`config.mk`:
```
export PLATFORM = sky130hd
export DESIGN_NAME = ifetch_stage_flat
export DESIGN_NICKNAME = d
export VERILOG_FILES = /design/src/rtl/cpu_pkg.sv /design/src/rtl/ifetch_stage_if.sv /design/src/rtl/fetch_fifo.sv /design/src/rtl/ifetch_stage.sv /design/src/flat_wrapper.sv
export SDC_FILE = /design/constraint.sdc
export NUM_CORES = 1
export LEC_CHECK = 0
export BUFFER_PORTS_ARGS = -buffer_cell sky130_fd_sc_hd__buf_2
export CAP_MARGIN = 20
export CORE_MARGIN = 2
export CORE_UTILIZATION = 25
export CTS_BUF_LIST = sky130_fd_sc_hd__clkbuf_2 sky130_fd_sc_hd__clkbuf_4 sky130_fd_sc_hd__clkbuf_8
export DETAILED_ROUTE_END_ITERATION = 7
export PLACE_DENSITY = 0.38
export SLEW_MARGIN = 5
export SYNTH_ARGS = -nofsm -noshare
export SYNTH_HDL_FRONTEND = slang
export SYNTH_SLANG_ARGS = --single-unit
```
`constraint.sdc`:
```
create_clock -name clk -period 8.22 [get_ports clk]
set_clock_uncertainty 0.2 [all_clocks]
set_input_delay 0.822 -clock clk [delete_from_list [all_inputs] [get_ports clk]]
set_output_delay 0.822 -clock clk [all_outputs]
set_load 0.02 [all_outputs]
```
`src/rtl/cpu_pkg.sv`:
```
// Shared definitions for the fetch path of the pipelined ARM core.
package cpu_pkg;

    // MOV r0,r0: presented to decode whenever no real instruction is available.
    localparam logic [31:0] NOP_INSTR = 32'hE1A0_0000;

    // Sequential fetch increment, one 32-bit ARM word.
    localparam logic [31:0] PC_STEP = 32'd4;

    // One buffered fetch result: the returned word and the address it came from.
    typedef struct packed {
        logic [31:0] instr;
        logic [31:0] pc;
    } fetch_entry_t;

endpackage

```
`src/rtl/ifetch_stage_if.sv`:
```
// Instruction-memory request/response channel between the fetch stage and imem.
interface ifetch_stage_if;

    logic        imem_req;
    logic [31:0] imem_addr;
    logic        imem_gnt;
    logic        imem_rvalid;
    logic [31:0] imem_rdata;

    // Fetch stage side: issues requests, consumes responses.
    modport master (
        output imem_req,
        output imem_addr,
        input  imem_gnt,
        input  imem_rvalid,
        input  imem_rdata
    );

    // Memory side: accepts requests, returns words in request order.
    modport slave (
        input  imem_req,
        input  imem_addr,
        output imem_gnt,
        output imem_rvalid,
        output imem_rdata
    );

endinterface

```
`src/rtl/fetch_fifo.sv`:
```
// Small synchronous FIFO with flush; payload type is a parameter so the same block serves
// the instruction buffer and the issued-address queue.
module fetch_fifo
    import cpu_pkg::*;
#(
    parameter int unsigned DEPTH = 2,
    parameter type entry_t = fetch_entry_t,
    localparam int unsigned PW = $clog2(DEPTH),
    localparam int unsigned CW = $clog2(DEPTH) + 1
) (
    input  logic          clk,
    input  logic          reset,
    input  logic          push,
    input  entry_t        push_data,
    input  logic          pop,
    input  logic          flush,
    output logic          full,
    output logic          empty,
    output logic [CW-1:0] count,
    output entry_t        head
);

    localparam logic [CW-1:0] FULL_COUNT = CW'(DEPTH);

    entry_t        mem [DEPTH];
    logic [PW-1:0] rd_ptr_q;
    logic [PW-1:0] wr_ptr_q;
    logic [CW-1:0] count_q;
    logic [CW-1:0] count_d;
    logic          do_push;
    logic          do_pop;

    assign full  = (count_q == FULL_COUNT);
    assign empty = (count_q == '0);
    assign count = count_q;
    assign head  = mem[rd_ptr_q];

    // Flush wins over everything; a push into a full FIFO is fine if the head leaves too.
    assign do_pop  = pop & ~empty & ~flush;
    assign do_push = push & (~full | do_pop) & ~flush;

    // Occupancy next state.
    always_comb begin
        count_d = count_q;
        if (do_push && !do_pop) begin
            count_d = count_q + CW'(1);
        end else if (!do_push && do_pop) begin
            count_d = count_q - CW'(1);
        end
    end

    // Pointers and occupancy; DEPTH is a power of two so the pointers wrap naturally.
    always_ff @(posedge clk or negedge reset) begin
        if (!reset) begin
            rd_ptr_q <= '0;
            wr_ptr_q <= '0;
            count_q  <= '0;
        end else if (flush) begin
            rd_ptr_q <= '0;
            wr_ptr_q <= '0;
            count_q  <= '0;
        end else begin
            if (do_push) begin
                wr_ptr_q <= wr_ptr_q + PW'(1);
            end
            if (do_pop) begin
                rd_ptr_q <= rd_ptr_q + PW'(1);
            end
            count_q <= count_d;
        end
    end

    // Payload storage needs no reset: entries are only read once counted valid.
    always_ff @(posedge clk) begin
        if (do_push) begin
            mem[wr_ptr_q] <= push_data;
        end
    end

    // Upstream credit accounting must never let a word arrive with nowhere to go.
    assert property (@(posedge clk) disable iff (!reset) !(push && full && !pop && !flush));

endmodule

```
`src/rtl/ifetch_stage.sv`:
```
// Instruction-fetch stage: generates fetch PCs, issues credit-limited requests to a
// variable-latency instruction memory, buffers returned words with their PCs and
// discards words that were in flight when a redirect arrived.
module ifetch_stage
    import cpu_pkg::fetch_entry_t;
    import cpu_pkg::PC_STEP;
#(
    parameter logic [31:0] RESET_PC  = 32'h0000_0000,
    parameter int unsigned DEPTH     = 2,
    parameter logic [31:0] NOP_INSTR = cpu_pkg::NOP_INSTR
) (
    input  logic               clk,
    input  logic               reset,
    input  logic               stall,
    input  logic               PCSrcW,
    input  logic [31:0]        BranchTargetW,
    ifetch_stage_if.master     imem,
    output logic [31:0]        InstrF,
    output logic [31:0]        PCPlus8,
    output logic               InstrValidF
);

    localparam int unsigned   CW      = $clog2(DEPTH) + 1;
    localparam logic [CW:0]   CREDITS = (CW + 1)'(DEPTH);

    logic [31:0]   pc_q;
    logic [31:0]   pc_d;
    logic [CW-1:0] outstanding_q;
    logic [CW-1:0] outstanding_d;
    logic [CW-1:0] drop_q;
    logic [CW-1:0] drop_d;
    logic [CW:0]   credit_used;
    logic          granted;
    logic          returned;

    fetch_entry_t  buf_entry;
    fetch_entry_t  buf_head;
    logic          buf_push;
    logic          buf_pop;
    logic          buf_full;
    logic          buf_empty;
    logic [CW-1:0] buf_count;

    logic [31:0]   aq_head;
    logic          aq_full;
    logic          aq_empty;
    logic [CW-1:0] aq_count;

    logic          unused_bits;
    assign unused_bits = ^{BranchTargetW[1:0], buf_full, aq_full, aq_empty, aq_count};

    // Every slot in flight or buffered consumes one credit, so the buffer can never overflow.
    assign credit_used   = {1'b0, outstanding_q} + {1'b0, buf_count};
    assign imem.imem_req = reset && (credit_used < CREDITS);
    // A redirect may move the address under a pending request; that request is abandoned.
    assign imem.imem_addr = pc_q;

    assign granted  = imem.imem_req & imem.imem_gnt;
    assign returned = imem.imem_rvalid;

    assign buf_entry = '{instr: imem.imem_rdata, pc: aq_head};
    assign buf_pop   = InstrValidF & ~stall;

    // Issued addresses, oldest first; each response takes its PC from the head.
    fetch_fifo #(
        .DEPTH   (DEPTH),
        .entry_t (logic [31:0])
    ) u_addr_q (
        .clk       (clk),
        .reset     (reset),
        .push      (granted),
        .push_data (pc_q),
        .pop       (returned),
        .flush     (1'b0),
        .full      (aq_full),
        .empty     (aq_empty),
        .count     (aq_count),
        .head      (aq_head)
    );

    // Returned instructions waiting for decode.
    fetch_fifo #(
        .DEPTH   (DEPTH),
        .entry_t (fetch_entry_t)
    ) u_instr_buf (
        .clk       (clk),
        .reset     (reset),
        .push      (buf_push),
        .push_data (buf_entry),
        .pop       (buf_pop),
        .flush     (PCSrcW),
        .full      (buf_full),
        .empty     (buf_empty),
        .count     (buf_count),
        .head      (buf_head)
    );

    // Next fetch PC, in-flight count and drop count; a redirect overrides sequential flow.
    always_comb begin
        pc_d          = pc_q;
        drop_d        = drop_q;
        buf_push      = 1'b0;
        outstanding_d = outstanding_q + CW'(granted) - CW'(returned);
        if (granted) begin
            pc_d = pc_q + PC_STEP;
        end
        if (returned) begin
            if (drop_q != '0) begin
                drop_d = drop_q - CW'(1);
            end else begin
                buf_push = 1'b1;
            end
        end
        if (PCSrcW) begin
            pc_d   = {BranchTargetW[31:2], 2'b00};
            // Everything still in flight after this edge belongs to the old path.
            drop_d = outstanding_d;
        end
    end

    // Fetch state registers.
    always_ff @(posedge clk or negedge reset) begin
        if (!reset) begin
            pc_q          <= RESET_PC;
            outstanding_q <= '0;
            drop_q        <= '0;
        end else begin
            pc_q          <= pc_d;
            outstanding_q <= outstanding_d;
            drop_q        <= drop_d;
        end
    end

    // Decode-facing outputs straight from the buffer head, or a NOP at the fetch PC.
    always_comb begin
        InstrValidF = ~buf_empty;
        if (buf_empty) begin
            InstrF  = NOP_INSTR;
            PCPlus8 = pc_q + 32'd8;
        end else begin
            InstrF  = buf_head.instr;
            PCPlus8 = buf_head.pc + 32'd8;
        end
    end

    // Memory must only answer requests it has actually accepted.
    assert property (@(posedge clk) disable iff (!reset)
        imem.imem_rvalid |-> (outstanding_q != '0));

endmodule

```
`src/flat_wrapper.sv`:
```
// flat-port wrapper written by rule: the top's interface ports become plain ports
module ifetch_stage_flat import cpu_pkg::fetch_entry_t; import cpu_pkg::PC_STEP;
#(
    parameter logic [31:0] RESET_PC  = 32'h0000_0000,
    parameter int unsigned DEPTH     = 2,
    parameter logic [31:0] NOP_INSTR = cpu_pkg::NOP_INSTR
)
  (clk, reset, stall, PCSrcW, BranchTargetW, InstrF, PCPlus8, InstrValidF, imem_imem_req, imem_imem_addr, imem_imem_gnt, imem_imem_rvalid, imem_imem_rdata);
  ifetch_stage_if imem_i ();
  input  logic clk;
  input  logic reset;
  input  logic stall;
  input  logic PCSrcW;
  input  logic [31:0] BranchTargetW;
  output logic [31:0] InstrF;
  output logic [31:0] PCPlus8;
  output logic InstrValidF;
  output wire logic [$bits(imem_i.imem_req)-1:0] imem_imem_req;
  output wire logic [$bits(imem_i.imem_addr)-1:0] imem_imem_addr;
  input wire logic [$bits(imem_i.imem_gnt)-1:0] imem_imem_gnt;
  input wire logic [$bits(imem_i.imem_rvalid)-1:0] imem_imem_rvalid;
  input wire logic [$bits(imem_i.imem_rdata)-1:0] imem_imem_rdata;
  assign imem_imem_req = imem_i.imem_req;
  assign imem_imem_addr = imem_i.imem_addr;
  assign imem_i.imem_gnt = imem_imem_gnt;
  assign imem_i.imem_rvalid = imem_imem_rvalid;
  assign imem_i.imem_rdata = imem_imem_rdata;
  ifetch_stage #(.RESET_PC(RESET_PC), .DEPTH(DEPTH), .NOP_INSTR(NOP_INSTR)) u_core (.clk(clk), .reset(reset), .stall(stall), .PCSrcW(PCSrcW), .BranchTargetW(BranchTargetW), .imem(imem_i), .InstrF(InstrF), .PCPlus8(PCPlus8), .InstrValidF(InstrValidF));
endmodule
```
==> flow_metrics.py <==
metrics = {
    "detailed_routing": {
        "drc": 0,
        "dr_wl_met2_um": 12990,
        "drt_iter0_drc": 222,
        "firstDrtPassIters": 6,
        "vias": 6126,
        "drt-total-wl_um": 26910,
        "wl_met3_um": 1088,
        "met1_length_um": 12250,
        "highest_layer": "met4",
        "wl_per_cell_um": 18.65,
        "viasPerCell": 4.245,
        "ant_nets": 0,
    },
    "power": {
        "irDropWorstVdd_v": 0.0001141,
        "p_leak_nw": 4.405,
        "power.density_nw_per_um2": 276.6,
        "power_mw": 3.386,
    },
    "cells_and_area": {
        "fin_cells": 1443,
        "area_growth_pct": 22.56,
        "regArea_um2": 6581,
        "nFillCells": 4029,
        "multiInputGateArea_um2": 3206,
        "drive_above_1_share": 0.3497,
        "nets": 961,
        "diodes": 0,
    },
    "floorplanning": {
        "io_pins": 168,
        "die_w_um": 203.9,
        "dieArea_um2": 41570,
        "core_area_um2": 39550,
        "die_y_um": 203.9,
        "initial_core_util": 0.2526,
        "num_rows": 73,
    },
    "global_route": {
        "grt_pass1_vias": 6532,
        "grt_use_total": 0.1313,
        "grt_max_degree": 71,
        "grt_overflow": 0,
        "antenna_found_initial": 0,
        "grt_pass1_wl_um": 40540,
    },
    "cts": {
        "ctsHoldBuffers": 0,
        "cts_buffers": 44,
        "post_cts_buffers": 0,
        "cts_buffer_depth": 3,
        "tritoncts": "done",
        "cts_root_buffer": "clkbuf_8",
        "clock_tree.htree_level_count": 2,
        "cts_resized": 0,
        "clk_latency_ns": 0.57,
        "clk_pin_slew_ns": 0.06,
        "clkSinkCount": 226,
    },
    "critical_path": {
        "start_kind": "flop",
        "crit_type": "reg -> out",
        "r2r_slack_ns": 4.48,
        "max_stage_delay_ns": 0.89,
        "end_kind": "output pin",
        "critPathMaxFanout": 38,
        "cpMaxStageDelayCell": "dfrtp_4",
        "crit_family": "simple AND/OR/NAND/NOR gates",
        "worstPathRequired_ns": 7.20,
        "crit_buf_inv": 2,
        "crit_arrival_ns": 3.92,
        "crit_path_cell_trace": "mux2_2, mux2i_1, inv_1, ha_1, o211ai_1, nor4b_4, nand4_2, nor4_2, xnor2_1, buf_2",
    },
    "yosys": {
        "synth-warning-count": 0,
        "synth_seq_area_share": 0.6583,
        "synth_compound_area_frac": 0.02518,
        "ys.flop_type": "edfxtp_1",
        "synth.cell_area_um2": 9990,
        "postSynthCellCount": 695,
        "async_flop_share": 0.1858,
        "syn_avg_cell_area_um2": 14.37,
        "synth_edf_count": 184,
        "synth_top_family_by_area": "multiplexers",
        "synth_xor_area_frac": 0.05787,
        "synthMuxAreaShare": 0.1259,
        "synth_simple_gate_area_frac": 0.09970,
        "synth.distinct_cells": 48,
        "synth_fa_ha_area_frac": 0.009519,
        "ys_ff_latch": 226,
    },
    "timing": {
        "rsz0062_at_grt": "false",
        "max_freq_mhz": 202.4,
        "drv_slew": 0,
        "final_hold_viol_count": 0,
        "fin_tns_setup_ns": 0,
        "worstMarginPinSlew_ns": 0.9913,
        "period_minus_slack_ns": 4.940,
        "setup_viol": 0,
        "min_period_over_period": 0.6010,
        "relSlewSlack": 0.3330,
    },
    "placed_design": {
        "io_buffers": 161,
        "place_hpwl_um": 17280,
        "gp_congestion": 0.6916,
        "dp.cells": 1363,
    },
    "min_path": {
        "hp-class": "in -> async",
    },
    "outcome": {
        "status": "completed",
    },
    "flow_run": {
        "max_cap_violations": 0,
    },
}
==> per-stage QoR <==
stage | util | hold slack, ns | cell area, um^2 | setup slack, ns
2_1_floorplan | - | 0.2555 | 10000 | 1.559
3_3_place_gp | 0.2874 | 0.2767 | 11370 | 3.721
3_5_place_dp | 0.2874 | 0.2817 | 11370 | 3.711
4_1_cts | 0.3096 | 0.1555 | 12240 | 3.046
5_1_grt | 0.3096 | 0.1820 | 12240 | 2.848
6_report | 0.3096 | 0.1803 | 12240 | 3.280
==> cell usage after synthesis (all sizes together) (2+ instances only) <==
| master | n | area (um^2) |
|---|---|---|
| edfxtp | 184 | 5525 |
| mux2i | 63 | 638.1 |
| mux2 | 55 | 619.3 |
| nand2 | 55 | 206.5 |
| nor2 | 48 | 187.7 |
| dfrtp | 42 | 1051 |
| o21ai | 39 | 195.2 |
| xnor2 | 35 | 306.5 |
| xor2 | 31 | 271.5 |
| buf | 19 | 143.9 |
| nand3 | 14 | 75.07 |
| nor3 | 13 | 65.06 |
| nor4 | 13 | 131.4 |
| clkbuf | 12 | 45.04 |
| nand4 | 12 | 81.33 |
| inv | 10 | 42.54 |
| and3 | 8 | 50.05 |
| a21oi | 7 | 35.03 |
| ha | 6 | 75.07 |
| and2 | 5 | 31.28 |
| and4 | 5 | 43.79 |
| nand2b | 2 | 20.02 |
| nor2b | 2 | 12.51 |
| nor3b | 2 | 15.01 |
| nor4b | 2 | 32.53 |
| or3 | 2 | 12.51 |
==> where the power goes <==
part           internal (mW)  total [mW]  switching (mW)
combinational          0.287       0.728           0.442
sequential              1.41        1.53           0.121
clock                  0.653        1.13           0.475
==> final timing paths <==
kind                                                         start                                       to  depth (start not counted)
max reg2reg                u_core.u_instr_buf.count[0]$_DFFE_PN0P_     u_core.u_addr_q.mem[0][30]$_DFFE_PP_                          7
min in group clk                               imem_imem_rdata[22]  u_core.u_instr_buf.mem[0][54]$_DFFE_PP_                          1
max                        u_core.u_instr_buf.rd_ptr_q$_DFFE_PN0P_                              PCPlus8[31]                         10
min reg2reg                   u_core.u_addr_q.count[1]$_DFFE_PN0P_     u_core.u_addr_q.count[1]$_DFFE_PN0P_                          1
min                                                          reset     u_core.imem.imem_addr[4]$_DFFE_PN0P_                          2
max in group asynchronous                                    reset  u_core.u_instr_buf.rd_ptr_q$_DFFE_PN0P_                          2
==> cell families (layout without fill, tap and decap cells) <==
group,Yosys count,in the layout
simple gates,187,187
compound gates,49,49
xor+xnor,66,66
buf+inv,41,261
fa+ha+maj,7,7
flops,226,226
mux,118,118
other cells,1,4
==> metal layers <==
| layer | vias up | GRT usage |
|---|---|---|
| li1 | 2932 | - |
| met1 | 3037 | 0.1687 |
| met2 | 118 | 0.2176 |
| met3 | 39 | 0.02806 |
| met4 | 0 | 0.04823 |
| met5 | - | 0 |
==> cell usage in the layout (no fill, tap or decap), types with 11 or more instances in the layout <==
cell,n
mux2_2,55
clkbuf_4,26
nand3_1,13
clkbuf_8,45
edfxtp_1,184
o21ai_0,39
mux2i_1,61
xor2_1,31
nor2_1,47
nand2_1,55
nand4_1,11
dfrtp_1,40
nor3_1,12
xnor2_1,35
buf_2,161
==> cell type report <==
class                      count  share of cell area
clock buffer                  71             0.06653
clock inverter                 9            0.005008
inverter                      10            0.003475
multi-input combinational    431              0.2618
sequential                   226              0.5376
tap                          525             0.05365
timing repair buffer         171             0.07195
==> flip-flops by register name, indices dropped and copies added (netlist names), 2 cells and up <==
signal	flops
u_core.u_instr_buf.count	2
u_core.u_addr_q.count	2
u_core.outstanding_q	2
u_core.imem.imem_addr	30
u_core.drop_q	2
u_core.u_instr_buf.mem	124
u_core.u_addr_q.mem	60
No activity file was read; power rests on OpenSTA's default activity.
